===== src/rtl/request_arbiter_rr.sv =====
// Round-robin N:1 merge of queue request handshakes into one registered output slot.
// The slot is reloaded in the same cycle it drains, so back-to-back requests cost no bubble.
module request_arbiter_rr #(
    parameter int SINGLE_ENTRY_WIDTH_IN_BITS = 64,
    parameter int NUM_REQUESTER              = 4,
    parameter int NUM_REQUESTER_LOG2         = 2
) (
    input  logic                                                clk_in,
    input  logic                                                reset_n_in,
    input  logic [NUM_REQUESTER*SINGLE_ENTRY_WIDTH_IN_BITS-1:0] request_packed_in,
    input  logic [NUM_REQUESTER-1:0]                            request_valid_packed_in,
    output logic [NUM_REQUESTER-1:0]                            issue_ack_packed_out,
    output logic [SINGLE_ENTRY_WIDTH_IN_BITS-1:0]               request_out,
    output logic                                                request_valid_out,
    output logic [NUM_REQUESTER_LOG2-1:0]                       grant_id_out,
    input  logic                                                issue_ack_in
);

    localparam int W = SINGLE_ENTRY_WIDTH_IN_BITS;
    localparam int N = NUM_REQUESTER;
    localparam int L = NUM_REQUESTER_LOG2;

    logic [W-1:0] request_q, request_d;
    logic         valid_q, valid_d;
    logic [L-1:0] grant_q, grant_d;
    logic [N-1:0] ack_q, ack_d;
    logic [L-1:0] rr_ptr_q, rr_ptr_d;

    logic         drain;
    logic         slot_free;
    logic         any_eligible;
    logic [N-1:0] eligible;
    logic [L-1:0] winner;

    function automatic int wrap_add(input int base, input int offset);
        int sum;
        sum = base + offset;
        return (sum >= N) ? sum - N : sum;
    endfunction

    // Scanning from the farthest offset down leaves the nearest eligible index as winner.
    always_comb begin
        // NOTE: every always_comb output gets a default first so no path can infer a latch.
        eligible     = request_valid_packed_in & ~ack_q;
        any_eligible = 1'b0;
        winner       = '0;
        for (int k = N - 1; k >= 0; k--) begin
            if (eligible[wrap_add(int'(rr_ptr_q), k)]) begin
                any_eligible = 1'b1;
                winner       = L'(wrap_add(int'(rr_ptr_q), k));
            end
        end
    end

    always_comb begin
        drain     = issue_ack_in & valid_q;
        slot_free = ~valid_q | drain;

        request_d = request_q;
        valid_d   = valid_q;
        grant_d   = grant_q;
        ack_d     = '0;
        rr_ptr_d  = rr_ptr_q;

        if (slot_free) begin
            if (any_eligible) begin
                request_d = request_packed_in[int'(winner)*W +: W];
                valid_d   = 1'b1;
                grant_d   = winner;
                ack_d     = N'(1) << winner;
                rr_ptr_d  = (winner == L'(N - 1)) ? '0 : winner + L'(1);
            end else begin
                request_d = '0;
                valid_d   = 1'b0;
            end
        end
    end

    always_ff @(posedge clk_in or negedge reset_n_in) begin
        if (!reset_n_in) begin
            request_q <= '0;
            valid_q   <= 1'b0;
            grant_q   <= '0;
            ack_q     <= '0;
            rr_ptr_q  <= '0;
        end else begin
            // NOTE: non-blocking assignments so every flop samples pre-edge values.
            request_q <= request_d;
            valid_q   <= valid_d;
            grant_q   <= grant_d;
            ack_q     <= ack_d;
            rr_ptr_q  <= rr_ptr_d;
        end
    end

    assign request_out          = request_q;
    assign request_valid_out    = valid_q;
    assign grant_id_out         = grant_q;
    assign issue_ack_packed_out = ack_q;

endmodule


===== config.mk =====
export PLATFORM = sky130hd
export DESIGN_NAME = request_arbiter_rr
export DESIGN_NICKNAME = d
export VERILOG_FILES = /design/src/rtl/request_arbiter_rr.sv
export SDC_FILE = /design/constraint.sdc
export NUM_CORES = 1
export LEC_CHECK = 0
export BUFFER_PORTS_ARGS = -buffer_cell sky130_fd_sc_hd__buf_2
export CAP_MARGIN = 10
export CORE_AREA = 5 5 126 128
export CTS_CLUSTER_SIZE = 24
export DETAILED_ROUTE_END_ITERATION = 12
export DIE_AREA = 0 0 131 133
export PLACE_DENSITY_LB_ADDON = 0.08
export SETUP_SLACK_MARGIN = 0.05
export SLEW_MARGIN = 15
export SYNTH_ARGS = -nofsm -noshare
export SYNTH_HDL_FRONTEND = slang
export SYNTH_SLANG_ARGS = --single-unit

===== constraint.sdc =====
create_clock -name clk_in -period 4.33 [get_ports clk_in]
set_input_delay 0 -clock clk_in [delete_from_list [all_inputs] [get_ports clk_in]]
set_output_delay 0 -clock clk_in [all_outputs]
set_load 0.005 [all_outputs]

# ---- Word level (Yosys, flattened, before mapping)
# Index checks and enable logic that the tools add are counted.
# Widths: inputs -> output; s select.
dict set report totals {
  wordCells 59
  rom_bits 0
  register_bits 73
  mem_count 0
  output_inout_bits 71
  inputBits 263
  ramBits 0
  latchBits 0
}
dict set report classes {
  n_reduce_logical 1
  eq_ne 1
  n_addsub 8
  mux 29
  shift 2
  div_mod_pow 0
  mul 0
  bitwise 5
  magnitude_cmp 8
}
# operator count
set op_table {}
lappend op_table {{$shiftx 256x9->64} 1}
lappend op_table {{$lt 32x4->1 const B} 4}
lappend op_table {{$mux 32} 4}
lappend op_table {{$mux 64} 1}
lappend op_table {{$mux 1} 13}
lappend op_table {{$sub 3x3->4 const B} 3}
lappend op_table {{$mux 2} 5}
lappend op_table {{$ge 3x3->1 const B} 3}
lappend op_table {{$bmux 1 s2} 4}
lappend op_table {{$mux 4} 2}
lappend op_table {{$add 2x2->3 const B} 2}
lappend op_table {{$and 4x4->4} 1}
lappend op_table {{$not 4->4} 1}
lappend op_table {{$shl 1x2->4 const A} 1}
lappend op_table {{$sub 2x3->4 const B} 1}
lappend op_table {{$add 2x1->3 const B} 1}
lappend op_table {{$ge 2x3->1 const B} 1}
lappend op_table {{$add 2x1->2 const B} 1}
lappend op_table {{$eq 2x2->1 const B} 1}
lappend op_table {{$reduce_and 2->1} 1}
lappend op_table {{$and 1x1->1} 1}
lappend op_table {{$not 1->1} 1}
lappend op_table {{$or 1x1->1} 1}

# ---- Logic depth before layout (Yosys ltp)
dict set report logic_depth {
  ltp_word 13
  depth_mapped 10
  ltp_nobuf 7
}

# ---- Least setup slack after synthesis
# No wires, ideal clock.
dict set report synth_timing {
  path_kind {flip-flop to flip-flop}
  start {register rr_ptr_q[0]}
  end {register rr_ptr_q[1]}
  t_arrival_ns 1.895
  required_time_ns 4.213
  slack_ns 2.318
  stages_incl_launch_ff 10
  cell_sequence {dfrtp_1 > nor3b_1 > nor2_1 > o22ai_1 > buf_2 > buf_2 > inv_1 > ha_1 > nand2_1 > nand2_1}
}
dict set report synth_via {
  elab_chain_cells 12
}
# item line
set synth_lines {}
lappend synth_lines {{from (decl)} 27} ;# logic [L-1:0] rr_ptr_q, rr_ptr_d;
lappend synth_lines {{from (signal assigned)} 92} ;# rr_ptr_q <= rr_ptr_d;
lappend synth_lines {{$add 2x2->3} 37} ;# sum = base + offset;
lappend synth_lines {{$sub 3x3->4 / $ge 3x3->1 (equally long branches)} 38} ;# return (sum >= N) ? sum - N : sum;
lappend synth_lines {{$mux 32} 38}
lappend synth_lines {{$bmux 1 s2} 48} ;# if (eligible[wrap_add(int'(rr_ptr_q), k)]) begin
lappend synth_lines {{$mux 1 (implied by the code) (2 in series)} 48}
lappend synth_lines {{$mux 2 (4 in series)} 48}
lappend synth_lines {{$add 2x1->2 / $eq 2x2->1 (equally long branches)} 71} ;# rr_ptr_d = (winner == L'(N - 1)) ? '0 : winner + L'(1);
lappend synth_lines {{$mux 2} 71}
# Several ways; a longest one is shown, not always the timed one. The select of a mux whose other input is x is not followed.
# A chain may end at the register's enable or synchronous reset.

# ---- Worst setup path after layout
dict set report layout_timing {
  start {register rr_ptr_q[1]}
  end {register request_q[3], in the netlist request_out[3]}
}
dict set report layout_via {
  elab_chain_cells 12
}
# item line
set layout_lines {}
lappend layout_lines {{$add 2x2->3} 37}
lappend layout_lines {{$sub 3x3->4 / $ge 3x3->1 (equally long branches)} 38}
lappend layout_lines {{$mux 32} 38}
lappend layout_lines {{$bmux 1 s2} 48}
lappend layout_lines {{$mux 1 (implied by the code) (2 in series)} 48}
lappend layout_lines {{$mux 2 (4 in series)} 48}
lappend layout_lines {{$shiftx 256x9->64} 67} ;# request_d = request_packed_in[int'(winner)*W +: W];
lappend layout_lines {{$mux 64 (*)} 66} ;# if (any_eligible) begin
lappend layout_lines {{to (signal assigned)} 88} ;# request_q <= request_d;
lappend layout_lines {{to (decl)} 23} ;# logic [W-1:0] request_q, request_d;
# Every way passes the cells marked *; elsewhere a longest branch is shown, timed or not. The select of a mux whose other input is x is not followed.

==> results.cfg <==
[layout]
drive_gt1_share_pct = 44.3
syn_to_final_growth_pct = 59.7
fillerInstances = 1375
final_nets = 1140
multiInputGateArea_sq_um = 2720
final_common_cell = buf_2
final_cell_mix = 332 x buf_2, 82 x dlygate4sd3_1, 73 x dfrtp_1, 70 x nand2_1, 66 x a21oi_1
design_area_sq_um = 7650
seq_area_sq_um = 1830
n_antenna_cell = 0
utilization_pct = 51.9
stdcell_count = 1069

[timing]
clock_skew_ns = 0.00392
slew-limit-headroom_pct = 34.4
setup_viol = 0
fin_crit_sh_pct = 71.9
tightestPinTransition_ns = 0.984
period_needed_ns = 3.11
setup_tns_ns = 0
whs_ns = 0.00362
rsz0062_at_grt = no
fin_ws_ns = 1.22
fmax_mhz = 321
report.final.slew_viol_count = 0
hold_violations = 0

[synth]
synthesis.nets = 756
syn_inst = 492
synth_top_family_by_area = compound AO/OA/AOI/OAI gates
yosysTopAreaCellShare_pct = 38.1
synth_top_area_cell = dfrtp_1
yosys.area_share.simple_pct = 8.85
synth_seq_cells = 73
yosysSeqAreaShare_pct = 38.1
synth.distinct_cells = 32
yosys_warnings = 0
synth_mux_area_share_pct = 13.4
synth.area.top_cells = dfrtp_1 38%, mux2i_1 13%, a22oi_1 9.4%
synth_xor_area_share_pct = 0
synth_compound_area_share_pct = 33.4
synthAdderAreaFrac_pct = 0.261
avgSynthCellArea_sq_um = 9.74
netlist_area_sq_um = 4790

[drt]
vias_per_cell = 5.29
wl_met3_microns = 1810
met2_length_microns = 9670
top_layer = met4
antenna_left = 0
dr.pass1.iters = 5
routedWlPerCell_microns = 18.1
vias = 5656
drt_iter0_markers = 259
drc = 0
wl_microns = 19400
wl_met1_microns = 7170

[clock_tree]
clk_latency_ns = 0.33
cts_tree = yes
cts_resized = 0
ctsHoldBuffers = 82
root_buffer = clkbuf_16
cts-htree-levels = 3
cts_buffer_depth = 2
cts.sinks = 73
clkTransAtPathRegs_ns = 0.06
post_cts_buffers = 0
cts_made_buffers = 9

[worst_setup_path]
crit_type = reg2reg
rr_worst_depth = 7
critPathMaxFanout = 32
cp.required_ns = 4.53
worstPathArrival_ns = 3.32
start_kind = flip-flop
cp-end-kind = flip-flop

[floorplan]
rows = 45
initial_core_util_pct = 32.5
chipWidth_microns = 131
pin_count = 334
dieHeight_microns = 133
die_area_sq_um = 17400
fp.coreArea_sq_um = 14800

[placement]
dpl_cell_area_sq_um = 6520
place.gp.congestion = 0.826
pre_cts_slack_ns = 1.67
dpl.hpwl_microns = 13700
port_buffers = 333
place_inst = 971

[global_routing]
antenna_found_initial = 0
grt_pass1_wl_microns = 28900
grt_start_max_net_pins = 75
overflow = 0
grt_pass1_vias = 5764
grt.total_usage_pct = 20.9

[power_and_ir_drop]
vdd.ir_drop.worst_mv = 0.215
p_leak_nw = 3.79
p_per_area_nw_per_um2 = 565
p_total_mw = 4.32

[job]
drv_cap = 0

[status]
outcome = complete, no violations

[hold_path]
worstHoldPathCells = 3
hold_path_class = in2reg
-- area by class of cell --
type | instances | area share (%)
clock buffer | 14 | 3.58
clock inverter | 2 | 0.458
inverter | 2 | 0.0981
multi-input combinational | 366 | 35.5
sequential | 73 | 23.9
tap | 188 | 3.07
timing repair buffer | 424 | 33.4
-- flip-flops by register name (all words and copies together), names as in the netlist --
name                  count
request_out              64
issue_ack_packed_out      4
rr_ptr_q                  2
grant_id_out              2
request_valid_out         1
-- worst max-delay path: stages (launching register included) --
cell	delay, ns
dfrtp_1	0.48
and3b_4	0.25
o21ai_0	0.30
nand3_4	0.54
buf_4	0.51
mux2i_1	0.25
dlygate4sd3_1	0.58
a22oi_1	0.06
-- metal layers --
layer | track usage, % | vias up
met5 | 0 | -
met4 | 9.94 | 0
met3 | 5.25 | 57
met2 | 36.6 | 286
met1 | 23.4 | 2627
li1 | - | 2686
-- kinds of logic (layout without fill, tap and decap cells) --
group / after synthesis / in the layout
buffers and inverters: 53 / 442
AOI/OAI and AO/OA: 204 / 204
and+or+nand+nor: 97 / 97
adders and majority gates: 1 / 1
muxes: 64 / 64
DFF: 73 / 73
-- cells in the mapped netlist --
library cell,count
inv_1,2
nor3_1,2
nor2b_1,5
dfrtp_1,73
o22ai_1,1
or3_1,1
and3_4,1
clkbuf_1,22
nor4_1,1
nand2_1,70
a211oi_4,1
o221ai_1,43
nor3b_1,1
nand3_1,1
and3b_4,1
and2b_1,1
mux2i_1,64
o221ai_2,21
a22oi_2,5
nand2b_1,4
clkbuf_4,1
a21oi_1,66
buf_6,7
a22oi_1,60
buf_2,18
or2_2,1
buf_4,3
ha_1,1
nor2_1,7
o21ai_0,6
and2_1,1
o211ai_1,1
-- worst paths after layout --
kind / start / endpoint / slack (ns)
worst max register to register: rr_ptr_q[1]$_DFFE_PN0P_ / request_out[3]$_DFFE_PN0P_ / 1.22
min in group asynchronous: reset_n_in / request_out[8]$_DFFE_PN0P_ / 0.38
worst min-delay path: request_packed_in[172] / request_out[44]$_DFFE_PN0P_ / 0.004
worst min register to register: grant_id_out[1]$_DFFE_PN0P_ / grant_id_out[1]$_DFFE_PN0P_ / 0.48
max in group asynchronous: reset_n_in / request_out[36]$_DFFE_PN0P_ / 3.32
worst max-delay path: rr_ptr_q[1]$_DFFE_PN0P_ / request_out[3]$_DFFE_PN0P_ / 1.22
-- where the power goes --
part / switching (mW) / internal [mW] / leakage (nW)
logic: 1.21 / 1.07 / 2.74
clock network: 0.278 / 0.493 / 0.153
registers: 0.264 / 1.01 / 0.894
Power figures use the tool's default switching activity.
